File: src/rtl/cpu24_pkg.sv
// Shared definitions for the 24-bit CPU subsystem: word/address widths and the
// DMA copy engine state encoding.
package cpu24_pkg;

    localparam int unsigned DATA_W = 24;
    localparam int unsigned ADDR_W = 24;

    typedef enum logic [1:0] {
        DMA_IDLE  = 2'd0,
        DMA_READ  = 2'd1,
        DMA_WRITE = 2'd2,
        DMA_DONE  = 2'd3
    } dma_state_t;

endpackage

File: src/rtl/dma_copy_engine.sv
// Word-at-a-time memory-to-memory copy engine driving a single-port DataMemory:
// one read cycle then one write cycle per word, ascending addresses.
module dma_copy_engine
    import cpu24_pkg::*;
#(
    parameter int unsigned DATA_W = cpu24_pkg::DATA_W,
    parameter int unsigned ADDR_W = cpu24_pkg::ADDR_W,
    parameter int unsigned LEN_W  = 8
) (
    input  logic              clock,
    input  logic              reset_n,
    input  logic              start,
    input  logic [ADDR_W-1:0] src_addr,
    input  logic [ADDR_W-1:0] dst_addr,
    input  logic [LEN_W-1:0]  length,
    output logic              busy,
    output logic              done,
    output logic [LEN_W-1:0]  words_done,
    output logic [ADDR_W-1:0] mem_addr,
    output logic [DATA_W-1:0] mem_wdata,
    output logic              mem_write,
    output logic              mem_read,
    input  logic [DATA_W-1:0] mem_rdata
);

    dma_state_t        state;
    dma_state_t        state_nxt;
    logic [ADDR_W-1:0] src_ptr;
    logic [ADDR_W-1:0] dst_ptr;
    logic [LEN_W-1:0]  remaining;
    logic [LEN_W-1:0]  count;
    logic [DATA_W-1:0] data_reg;

    assign words_done = count;

    // State register
    always_ff @(posedge clock or negedge reset_n) begin
        if (!reset_n) begin
            state <= DMA_IDLE;
        end else begin
            state <= state_nxt;
        end
    end

    // Next-state logic
    always_comb begin
        state_nxt = state;
        case (state)
            DMA_IDLE: begin
                if (start) begin
                    state_nxt = (length == '0) ? DMA_DONE : DMA_READ;
                end
            end
            DMA_READ:  state_nxt = DMA_WRITE;
            DMA_WRITE: state_nxt = (remaining == LEN_W'(1)) ? DMA_DONE : DMA_READ;
            DMA_DONE:  state_nxt = DMA_IDLE;
            default:   state_nxt = DMA_IDLE;
        endcase
    end

    // Memory-port and status decode; address/data are forced to zero when idle
    // so the shared memory bus sees no stale values.
    always_comb begin
        busy      = 1'b0;
        done      = 1'b0;
        mem_read  = 1'b0;
        mem_write = 1'b0;
        mem_addr  = '0;
        mem_wdata = '0;
        case (state)
            DMA_IDLE: busy = 1'b0;
            DMA_READ: begin
                busy     = 1'b1;
                mem_read = 1'b1;
                mem_addr = src_ptr;
            end
            DMA_WRITE: begin
                busy      = 1'b1;
                mem_write = 1'b1;
                mem_addr  = dst_ptr;
                mem_wdata = data_reg;
            end
            DMA_DONE: begin
                busy = 1'b1;
                done = 1'b1;
            end
            default: busy = 1'b0;
        endcase
    end

    // Transfer datapath: request latch, pointers, word counters, data buffer
    always_ff @(posedge clock or negedge reset_n) begin
        if (!reset_n) begin
            src_ptr   <= '0;
            dst_ptr   <= '0;
            remaining <= '0;
            count     <= '0;
            data_reg  <= '0;
        end else begin
            case (state)
                DMA_IDLE: begin
                    if (start) begin
                        count <= '0;
                        if (length != '0) begin
                            src_ptr   <= src_addr;
                            dst_ptr   <= dst_addr;
                            remaining <= length;
                        end
                    end
                end
                DMA_READ: data_reg <= mem_rdata;
                DMA_WRITE: begin
                    src_ptr   <= src_ptr + ADDR_W'(1);
                    dst_ptr   <= dst_ptr + ADDR_W'(1);
                    count     <= count + LEN_W'(1);
                    remaining <= remaining - LEN_W'(1);
                end
                default: count <= count;
            endcase
        end
    end

endmodule

File: config.mk
export PLATFORM = sky130hd
export DESIGN_NAME = dma_copy_engine
export DESIGN_NICKNAME = d
export VERILOG_FILES = /design/src/rtl/cpu24_pkg.sv /design/src/rtl/dma_copy_engine.sv
export SDC_FILE = /design/constraint.sdc
export NUM_CORES = 1
export LEC_CHECK = 0
export CORE_UTILIZATION = 38
export CTS_BUF_LIST = sky130_fd_sc_hd__clkbuf_8
export CTS_CLUSTER_DIAMETER = 80
export DETAILED_ROUTE_END_ITERATION = 16
export HOLD_SLACK_MARGIN = 0.12
export PLACE_DENSITY = 0.73
export SLEW_MARGIN = 20
export SYNTH_ARGS = -nofsm -noshare
export SYNTH_HDL_FRONTEND = slang
export SYNTH_SLANG_ARGS = --single-unit
File: constraint.sdc
create_clock -name clock -period 2.62 [get_ports clock]
set_input_delay 0.655 -clock clock [delete_from_list [all_inputs] [get_ports clock]]
set_output_delay 0.655 -clock clock [all_outputs]
set_load 0.005 [all_outputs]
* Yosys cells after proc, flatten, opt, wreduce, memory -nomap -nowiden
Index checks and enable logic that the tools add are counted.
W data, S select, Z words.
** Storage, ports and cells
- Word-level logic and storage cells :: 44
- Bits of input ports :: 83
- Flip-flop bits (word level) :: 90
- ROM bits :: 0
- Bits in writable memories :: 0
- Memories kept :: 0
- Bits in latches :: 0
** Cells by class
- Bitwise logic cells :: 0
- Reduce and logical (&&, ||, !) cells :: 7
- Add/sub/neg operators :: 4
- Div/mod/pow operators :: 0
- $mul :: 0
- Shift-type cells :: 0
- Multiplexer cells :: 21
- Equality and inequality tests :: 6
- $lt $le $gt $ge :: 0
** Operators with widths (count)
- $pmux W24 S2 :: 3
- $mux W24 :: 5
- $add A24 B1 Y24 const B :: 2
- $pmux W8 S2 :: 2
- $mux W8 :: 3
- $add A8 B1 Y8 const B :: 1
- $eq A8 B1 Y1 const B :: 1
- $logic_not A8 Y1 :: 1
- $pmux W2 S4 :: 1
- $reduce_bool A8 Y1 :: 1
- $sub A8 B1 Y8 const B :: 1
- $mux W2 :: 3
- $eq A2 B2 Y1 const B :: 2
- $ne A2 B2 Y1 const B :: 2
- $mux W1 :: 3
- $reduce_and A3 Y1 :: 1
- $reduce_or A3 Y1 :: 1
- $eq A2 B1 Y1 const B :: 1
- $logic_not A2 Y1 :: 1
- $pmux W1 S2 :: 1
- $reduce_and A2 Y1 :: 1
- $reduce_bool A2 Y1 :: 1

* Depth between registers and ports, before layout
Gate-level depths: netlist of run 1.
- Word-level depth :: 4
- Mapped depth :: 9
- Gate-level depth less buffers :: 6

* Worst setup path before layout of run 1
Ideal clock, no wire load.
- Path type :: reg2out
- Start :: reg state[0]
- End :: out mem_addr[20]
- Stages on the path, launching flop included :: 9
- Data arrival time :: 1816 ps
- Path slack :: 149 ps
- Buffers on the path :: 4
- Data required time :: 1965 ps
- Path through :: dfrtp_1 > inv_1 > ha_1 > clkbuf_2 > buf_2 > clkbuf_1 > buf_2 > nand2_1 > a21boi_0
** Between the ends
- Word-level cells in the longest chain between the ends :: 2
** RTL lines
- start, declared :: RTL line dma_copy_engine.sv:26 : dma_state_t state;
- start signal, assigned :: RTL line dma_copy_engine.sv:41 : state <= state_nxt;
- $eq A2 B2 Y1 or $eq A2 B1 Y1 (tied branches) :: RTL line dma_copy_engine.sv:70 : case (state)
- $pmux W24 S2 (*) :: RTL line dma_copy_engine.sv:70
- end, declared :: RTL line dma_copy_engine.sv:19 : output logic [ADDR_W-1:0] mem_addr,
Mark *: on every way between the ends. The rest lies on a longest branch, timed or not.

* Worst setup path in the final report of run 1
- Start :: reg state[1]
- End :: out mem_addr[8]
Same word-level chain as after synthesis.

==> results of run 1 <==
==> per-layer routing <==
layer,global-route usage,share of wire,up-vias
met5,0,0,-
met3,0.0406,0.075,35
met4,0.109,0.030,0
li1,-,-,2812
met2,0.376,0.46,280
met1,0.334,0.43,2895
==> worst min path at each step <==
stage                             from                  endpoint
3_5_place_dp   data_reg[4]$_DFFE_PN0P_   data_reg[4]$_DFFE_PN0P_
4_1_cts                        reset_n  data_reg[19]$_DFFE_PN0P_
2_1_floorplan                  reset_n   data_reg[0]$_DFFE_PN0P_
5_1_grt                        reset_n  data_reg[21]$_DFFE_PN0P_
6_report                       reset_n  remaining[3]$_DFFE_PN0P_
3_3_place_gp   data_reg[0]$_DFFE_PN0P_   data_reg[0]$_DFFE_PN0P_
==> cells in the final DEF, fill, tap and decap left out, types with 7 or more instances in the layout <==
master	Yosys	final
clkdlybuf4s50_1	0	92
dfrtp_1	90	90
nand2_1	53	53
buf_4	5	42
o21ai_0	29	29
dlygate4sd2_1	0	29
nor2_1	28	28
and2_1	27	27
nor3_1	26	26
nand3_1	24	24
mux2_2	24	24
nand4_1	21	21
nor2b_1	27	19
a21oi_1	19	19
a22oi_1	25	18
o22ai_1	15	15
nor4_1	16	13
clkbuf_2	2	12
clkbuf_8	0	11
buf_12	0	11
inv_1	11	10
and4_1	10	10
mux2i_1	9	9
o211ai_1	9	9
and3_1	8	8
a311oi_1	8	8
a22oi_2	0	7
nand2b_1	7	7
a211oi_1	7	7
o32ai_1	7	7
ha_1	10	7
dlymetal6s2s_1	0	7
==> synthesized netlist by cell type, drive strengths merged (10+ instances only) <==
master / number
mux2: 24
nand4: 21
dfrtp: 90
o22ai: 15
nand2: 54
a21oi: 19
clkbuf: 35
o211ai: 10
buf: 24
ha: 10
nand3: 25
and4: 10
a22oi: 25
nor2: 28
and2: 28
o21ai: 30
inv: 11
nor3: 26
nor4: 19
nor2b: 27
==> worst register-to-register path: stages, from the launching register on <==
cell and delay (ps):
dfrtp_1 400, buf_6 120, ha_4 150, buf_12 100, buf_12 110, buf_4 140, mux2i_1 130, buf_4 170
a31oi_4 460, buf_4 260, o21ai_0 90, a21o_1 190
==> timing repair <==
action / in CTS / in global routing
gates resized for setup: 77 / 40
gates cloned: 2 / 0
buffers inserted: 8 / 1
pin swaps: 0 / 1
setup endpoints to repair: 49 / 21
hold buffers: 0 / 0
==> cell families after synthesis <==
family	after synthesis	share of synthesized area
AO/OA/AOI/OAI	181	0.222
XOR/XNOR	3	0.00442
adder cells (fa/ha/maj)	10	0.0211
buffers and inverters	71	0.0525
flip-flops	90	0.379
multiplexers	33	0.0607
AND/OR/NAND/NOR	274	0.260
==> cell type report <==
cell class,count,area [um^2],area share
clock buffers,11,151,0.0184
clock inverters,5,30.0,0.00366
inverters,12,45.0,0.00548
multi-input cells,501,3550,0.432
flip-flops and latches,90,2250,0.274
well taps,188,235,0.0286
repair buffers,198,1960,0.238
==> per-stage QoR <==
stage               total power, mW  worst slack [ps]  TNS, ps  instance area (um^2)  hold WS (ps)
global route                   10.0             -74.5     -394                  8220           232
detailed placement             7.91             -24.2    -45.0                  7770           488
global placement               7.80              30.3        0                  7770           482
finish                         9.35             -9.08    -17.1                  8220           212
floorplan                      5.65               149        0                  5940           359
CTS                            9.27              -107     -511                  8170           220
==> report_power, final <==
group,internal (mW),leakage [nW],switching [mW]
logic,2.86,2.26,2.61
registers,2.04,1.06,0.917
clock network,0.393,0.0965,0.535
total,5.29,3.42,4.06
==> out/results.tsv, run 1 <==
metric	value	unit
critPathMaxFanout	10	
slew_headroom	0.580	
vias	6022	
finalNonFillerCells	1005	
gp_congestion	0.925	
antenna_cells	0	
antenna_left	0	
timing.critical_path.mode_cell	buf_12	
timing.final.crit_period	2630	ps
cts_tree	built	
clk_latency	380	ps
violations	negative setup slack	
critPathArrivalTime	1970	ps
grt_pass1_vias	5724	
end_kind	output pin	
synth-seq-cells	90	
ys_async_sr_fraction	1.00	
path_cells	buf_6 -> ha_4 -> buf_12 -> buf_12 -> buf_12 -> a22oi_2 -> nor2b_1 -> dlygate4sd2_1	
synth_nets	755	
worstRegToRegCells	11	
cp-endpoint	mem_addr[8]	
synthToLayoutAreaGrowth	38.3	%
critPathMaxStageDelay	420	ps
fmax	0.380	GHz
grt_pass1_wl	30600	um
drc_errors	0	
clockBufferDepth	2	
syn_area_per_cell	8.97	um^2
cts_sinks	90	
worst-setup-path-type	reg -> out	
fillCellCount	1390	
firstDrtPassIters	5	
startpoint	state[1]$_DFFE_PN0P_	
critPathLaunchType	flip-flop	
finalNetCount	905	
grt_overflow	0	
drt-initial-drc-count	590	
final_min_period_over_clock_period	1.00	
synth_flop_cell	dfrtp_1	
dieArea	16100	um^2
cts-root-buf	clkbuf_8	
synth_top_area_cell	dfrtp_1	
wire_per_inst	19.0	um
leakage	3.42	nW
wirelength	19100	um
timing.final.ws_setup	-9.08	ps
p_per_area	1140	nW/um^2
crit_family	buffers and inverters	
final_util	0.540	
initial_utilization	0.391	
tightest_slew	624	ps
rsz0062_at_grt	true	
port_buffers	142	
rows	45	
netlist_area	5940	um^2
coreArea	15200	um^2
pin_count	143	
finalMaxSlewViolations	0	
dieWidth	127	um
yosysUniqueCellTypes	70	
hold_path.class	in -> async	
maxCapViolCount	0	
hpwlAfterDp	13600	um
critical_path_buf_inv_count	5	
fin_skew	12.5	ps
hold_viol_final	0	
grtUsageTotal	0.243	
clk_pin_slew	100	ps
finalSetupViolations	3	
peakVddDrop	381	uV
yosys_warnings	0	
timing.rr.end	dst_ptr[15]$_DFFE_PN0P_	
run_status	finished, violations left	
path_depth	8	
cts_max_level	3	
rrSetupSlack	190	ps
r2r_start	state[1]$_DFFE_PN0P_	
synthTopCellsByArea	dfrtp_1 (38%), mux2_2 (4.6%), nand2_1 (3.3%), a22oi_1 (3.2%), and2_1 (2.8%)	
final_layout_size_suffix_gt1_frac	0.188	
synth-seq-area-share	0.379	
synth_edf_count	0	
cp.required	1970	ps
vias_per_cell	5.99	
yosysTopAreaCellShare	0.379	
die_y	127	um
place_inst	978	
netlist_instances	662	
crit_path_top_delay_cell	dfrtp_1	
cts_made_buffers	9	
antenna_found_initial	0	
grt_max_degree	35	
Note: power is estimated with default switching activity, not from simulation.
==> inputs of run 2 (changes only) <==
Settings changed: CORE_UTILIZATION 38 to 52, PLACE_DENSITY 0.73 to 0.92.
Clock period 2.62 ns to 2.9 ns, I/O delays scaled along.
==> out/results.tsv, run 2 (synthesized netlist as in run 1, its figures left out) <==
metric	value	unit	change
pin_count	143		unchanged
initial_utilization	0.541		+0.150
maxCapViolCount	0		unchanged
firstDrtPassIters	6		+1
end_kind	output pin		
cts_max_level	3		unchanged
fin_skew	11.6	ps	-0.933 ps
dieArea	11900	um^2	-27%
mostFrequentLayoutCells	clkdlybuf4s50_1 (141), dfrtp_1 (89), nand2_1 (53), o21ai_0 (29), nor2_1 (28)		
grt_use_met3	0.0430		+0.00242
critPathMaxFanout	24		+14
timing.final.crit_period	2850	ps	
peakVddDrop	665	uV	+74%
use_met2	0.541		+0.165
clockBufferDepth	2		unchanged
hold_path.class	in -> async		
gp_congestion	0.975		+5.3%
run_status	completed		
finalMaxSlewViolations	0		unchanged
cp.required	2170	ps	+200 ps
wirelength	19000	um	-0.61%
cts-root-buf	clkbuf_8		
layout_commonest_cell	clkdlybuf4s50_1		
antenna_found_initial	0		unchanged
grt_pass1_wl	29700	um	-3.0%
dieWidth	109	um	-14%
r2r_start	state[0]$_DFFE_PN0P_		
die_y	109	um	-14%
power	8.17	mW	-13%
leakage	2.98	nW	-13%
antenna_cells	0		unchanged
critPathMaxStageDelay	530	ps	+110 ps
worst-setup-path-type	reg -> out		
crit_family	buffers and inverters		
grt_util_met1	0.415		+0.0811
fmax	0.351	GHz	
worstRegToRegCells	8		-3
rrSetupSlack	380	ps	+190 ps
critPathLaunchType	flip-flop		
cts_made_buffers	9		unchanged
critical_path_buf_inv_count	3		-2
final_layout_size_suffix_gt1_frac	0.127		-0.0613
grt_pass1_vias	6056		+5.8%
cp-endpoint	mem_addr[7]		
slew_headroom	0.517		-0.0634
tightest_slew	718	ps	+94.2 ps
grtUsageTotal	0.321		+0.0780
p_per_area	1040	nW/um^2	-8.9%
grt_max_degree	56		+60%
timing.setup.tns	0	ps	+17.1 ps
final_min_period_over_clock_period	0.982		
rows	38		-16%
path_depth	5		-3
grt_overflow	0		unchanged
top_usage_layer	met2		
hpwlAfterDp	13000	um	-4.8%
final_util	0.717		+0.177
cts_sinks	90		unchanged
startpoint	state[1]$_DFFE_PN0P_		
vias	6274		+4.2%
vias_per_cell	6.72		+12%
drt-initial-drc-count	844		+43%
clk_pin_slew	100	ps	about the same
synthToLayoutAreaGrowth	32.6	%	
wire_per_inst	20.4	um	+6.9%
finalNetCount	882		-2.5%
port_buffers	142		unchanged
path_cells	inv_1 -> ha_1 -> buf_8 -> nor2b_1 -> clkdlybuf4s50_1		
rsz0062_at_grt	false		
finalSetupViolations	0		-3
clk_latency	370	ps	about the same
crit_path_top_delay_cell	clkdlybuf4s50_1		
critPathArrivalTime	2120	ps	+150 ps
timing.rr.end	dst_ptr[16]$_DFFE_PN0P_		
cts_tree	built		
antenna_left	0		unchanged
hold_viol_final	0		unchanged
drc_errors	0		unchanged
coreArea	11000	um^2	-28%
## run 2: how the worst min path moves through the flow
stage	start	to	slack (ps)	cells past startpoint
5_1_grt	reset_n	data_reg[17]$_DFFE_PN0P_	330	1
4_1_cts	reset_n	data_reg[17]$_DFFE_PN0P_	320	1
2_1_floorplan	reset_n	data_reg[0]$_DFFE_PN0P_	430	0
3_3_place_gp	data_reg[20]$_DFFE_PN0P_	data_reg[20]$_DFFE_PN0P_	480	1
6_report	reset_n	data_reg[17]$_DFFE_PN0P_	300	1
3_5_place_dp	data_reg[20]$_DFFE_PN0P_	data_reg[20]$_DFFE_PN0P_	490	1
## run 2: per-stage QoR
stage | hold WS (ps) | setup slack [ps] | std cells | area [um^2]
2_1_floorplan | 429 | 359 | 662 | 5940
3_3_place_gp | 483 | 141 | 909 | 7540
3_5_place_dp | 487 | -4.15 | 909 | 7540
4_1_cts | 317 | 22.5 | 932 | 7820
5_1_grt | 334 | 15.1 | 934 | 7880
6_report | 299 | 53.0 | 934 | 7880
## run 2: layout make-up
type                            count  area (um^2)
Inverter                           12         45.0
Clock inverter                      7         76.3
Multi-Input combinational cell    501         3430
Clock buffer                        9          124
Timing Repair Buffer              175         1780
Sequential cell                    90         2250
Tap cell                          140          175
Fill cell                         772         3110
## run 2: timing repair
action                     CTS  global route
hold buffers                 0             0
setup buffers                7             1
cloned                       0             1
setup endpoints to repair   49            48
pin swaps                    1             0
gates resized for setup      4             8
## run 2: layer usage
| metal | wire length (um) | vias to the layer above |
|---|---|---|
| met5 | 0 | - |
| met4 | 717 | 0 |
| met3 | 1740 | 84 |
| met2 | 9330 | 423 |
| met1 | 7240 | 2999 |
| li1 | - | 2768 |
## run 2: power by group
part | internal [mW] | leakage (nW) | switching (mW) | total, mW
logic | 2.33 | 1.83 | 2.26 | 4.59
registers | 1.85 | 1.06 | 0.837 | 2.68
clock network | 0.405 | 0.0962 | 0.488 | 0.893
total | 4.58 | 2.98 | 3.59 | 8.17
## run 2: worst register-to-register path, stage by stage (launching register included)
cell	delay [ps]
dfrtp_2	430
inv_2	110
ha_4	190
buf_4	140
buf_16	170
nand4_1	440
nor4_1	560
nand2_1	110
a211oi_1	270
==> variant, RTL diff (config.mk and constraints of run 2) <==
Change the package constant `DATA_W` from 24 to 28.
--- a/src/rtl/cpu24_pkg.sv
+++ b/src/rtl/cpu24_pkg.sv
@@ -2,7 +2,7 @@
 // DMA copy engine state encoding.
 package cpu24_pkg;
 
-    localparam int unsigned DATA_W = 24;
+    localparam int unsigned DATA_W = 28;
     localparam int unsigned ADDR_W = 24;
 
     typedef enum logic [1:0] {
Interface: changed (resized mem_rdata and mem_wdata); port bits go from 143 to 151. The function was not compared with the original's and may differ.
==> variant against run 2 <==
Final area is 3.0% higher. Largest power group unchanged. Total power is 2.9% lower. Largest cell class unchanged. Critical path type unchanged. Combinational power is 7.2% lower. Non-clock buffer count is 13 higher. Sequential cell count up 4. Wire length up 1.9%. Synthesized area fell by 0.29%. Critical endpoint is now mem_addr[15]. Worst setup slack got worse by 30 ps.
==> variant: results (changes against run 2) <==
Post-Route WL -> 19400 microns (was 19000 microns)
GP Congestion -> 0.906 (was 0.975)
Area contributors post-synth -> dfrtp_1 (40%), mux2_2 (5.5%), nand2_1 (3.7%) (was dfrtp_1 (38%), mux2_2 (4.6%), nand2_1 (3.3%))
flop2flop setup slack -> 350 ps (was 380 ps)
synth cell count leaders -> dfrtp_1 (94), nand2_1 (58), and2_1 (34), clkbuf_1 (34), mux2_2 (29) (was dfrtp_1 (90), nand2_1 (53), clkbuf_1 (33))
share of layout cells above drive strength 1 -> 14.2% (was 12.7%)
IO buf count -> 150 (was 142)
Int Power -> 0.00456 W (was 0.00458 W)
Synth cell types -> 61 (was 70)
Skew-Pair Late Insertion Delay -> 400 ps (was 370 ps)
Placed Cells -> 910 (was 909)
Net count, final -> 890 (was 882)
Worst VDD drop -> 0.632 mV (was 0.665 mV)
outcome -> completed (unchanged)
Worst Skew -> 9.83 ps (was 11.6 ps)
Inserted Diodes -> 0 (unchanged)
R2R Path End -> dst_ptr[20] (was dst_ptr[16])
leakage power -> 3.27 nW (was 2.98 nW)
largest net degree at the start of global routing -> 51 (was 56)
Syn Nets -> 741 (was 755)
Slew @ Worst Pin -> 902 ps (was 718 ps)
critical path arrival -> 2150 ps (was 2120 ps)
Post-Layout Cell Count -> 938 (was 934)
1st-iter DRT viols -> 558 (was 844)
peak fanout along the critical path -> 10 (was 24)
via count -> 6165 (was 6274)
HPWL Detailed -> 12700 microns (was 13000 microns)
cts bufs inserted -> 9 (unchanged)
Cells after Synth -> 644 (was 662)
Clock Path Buffers -> 2 (unchanged)
first-pass GRT wire length -> 30000 microns (was 29700 microns)
variant: stage by stage:
stage | worst slack [ps] | hold slack, ps | TNS (ps)
2_1_floorplan | 408 | 429 | 0
3_3_place_gp | 245 | 482 | 0
3_5_place_dp | 205 | 488 | 0
4_1_cts | -10.2 | 355 | -10.2
5_1_grt | -23.7 | 376 | -38.4
6_report | 22.8 | 346 | 0
variant: repair_timing:
item	in CTS	in global routing
hold buffers	0	0
setup endpoints to repair	50	46
gates cloned	1	1
resized for setup	11	13
pin swaps	1	1
endpoints found under the hold margin	0	0
buffers inserted	7	5
variant: worst max path at each step:
stage             start      endpoint  slack [ps]  cells past startpoint
2_1_floorplan  state[0]   mem_addr[2]         410                      7
4_1_cts        state[1]   mem_addr[3]         -10                      6
3_3_place_gp   state[1]  mem_addr[15]         250                      5
6_report       state[1]  mem_addr[15]          20                      5
3_5_place_dp   state[1]  mem_addr[20]         210                      5
5_1_grt        state[0]  mem_addr[20]         -20                      6
variant: power groups by stage:
stage | registers (W) | logic [W] | clock network (W)
floorplan | 0.00239 | 0.00244 | 0
global placement | 0.00262 | 0.00367 | 0
detailed placement | 0.00268 | 0.00384 | 0
CTS | 0.00267 | 0.00407 | 0.000954
global route | 0.00279 | 0.00458 | 0.00100
finish | 0.00272 | 0.00426 | 0.000949
variant: cell families after synthesis:
kind of cell	after synthesis	synth area share (%)
xor gates and xnor gates	3	0.444
buffers and inverters	61	4.16
adders and majority gates	10	2.11
muxes	38	7.04
DFF	94	39.7
AOI/OAI and AO/OA	177	21.2
and+or+nand+nor	261	25.3
variant: layer usage:
metal / up-vias / GRT usage [%] / routed length, microns / share of wire (%)
met1: 2992 / 39.6 / 7440 / 38
met2: 384 / 53.0 / 9130 / 47
met3: 72 / 11.4 / 1960 / 10
met5: - / 0 / 0 / 0
met4: 0 / 15.3 / 844 / 4.4
li1: 2717 / - / - / -
variant: final cells by class:
class | count | area (sq um)
well taps | 140 | 175
flip-flops and latches | 94 | 2350
fillers | 744 | 2870
multi-input cells | 489 | 3390
inverters | 11 | 43.8
clock buffers | 9 | 124
repair buffers | 188 | 1950
clock inverters | 7 | 81.3
variant: worst max-delay path: stages, from the launching register on:
cell,delay (ps)
dfrtp_2,430
inv_4,70
ha_4,340
buf_4,170
nor2b_1,200
clkdlybuf4s50_1,540
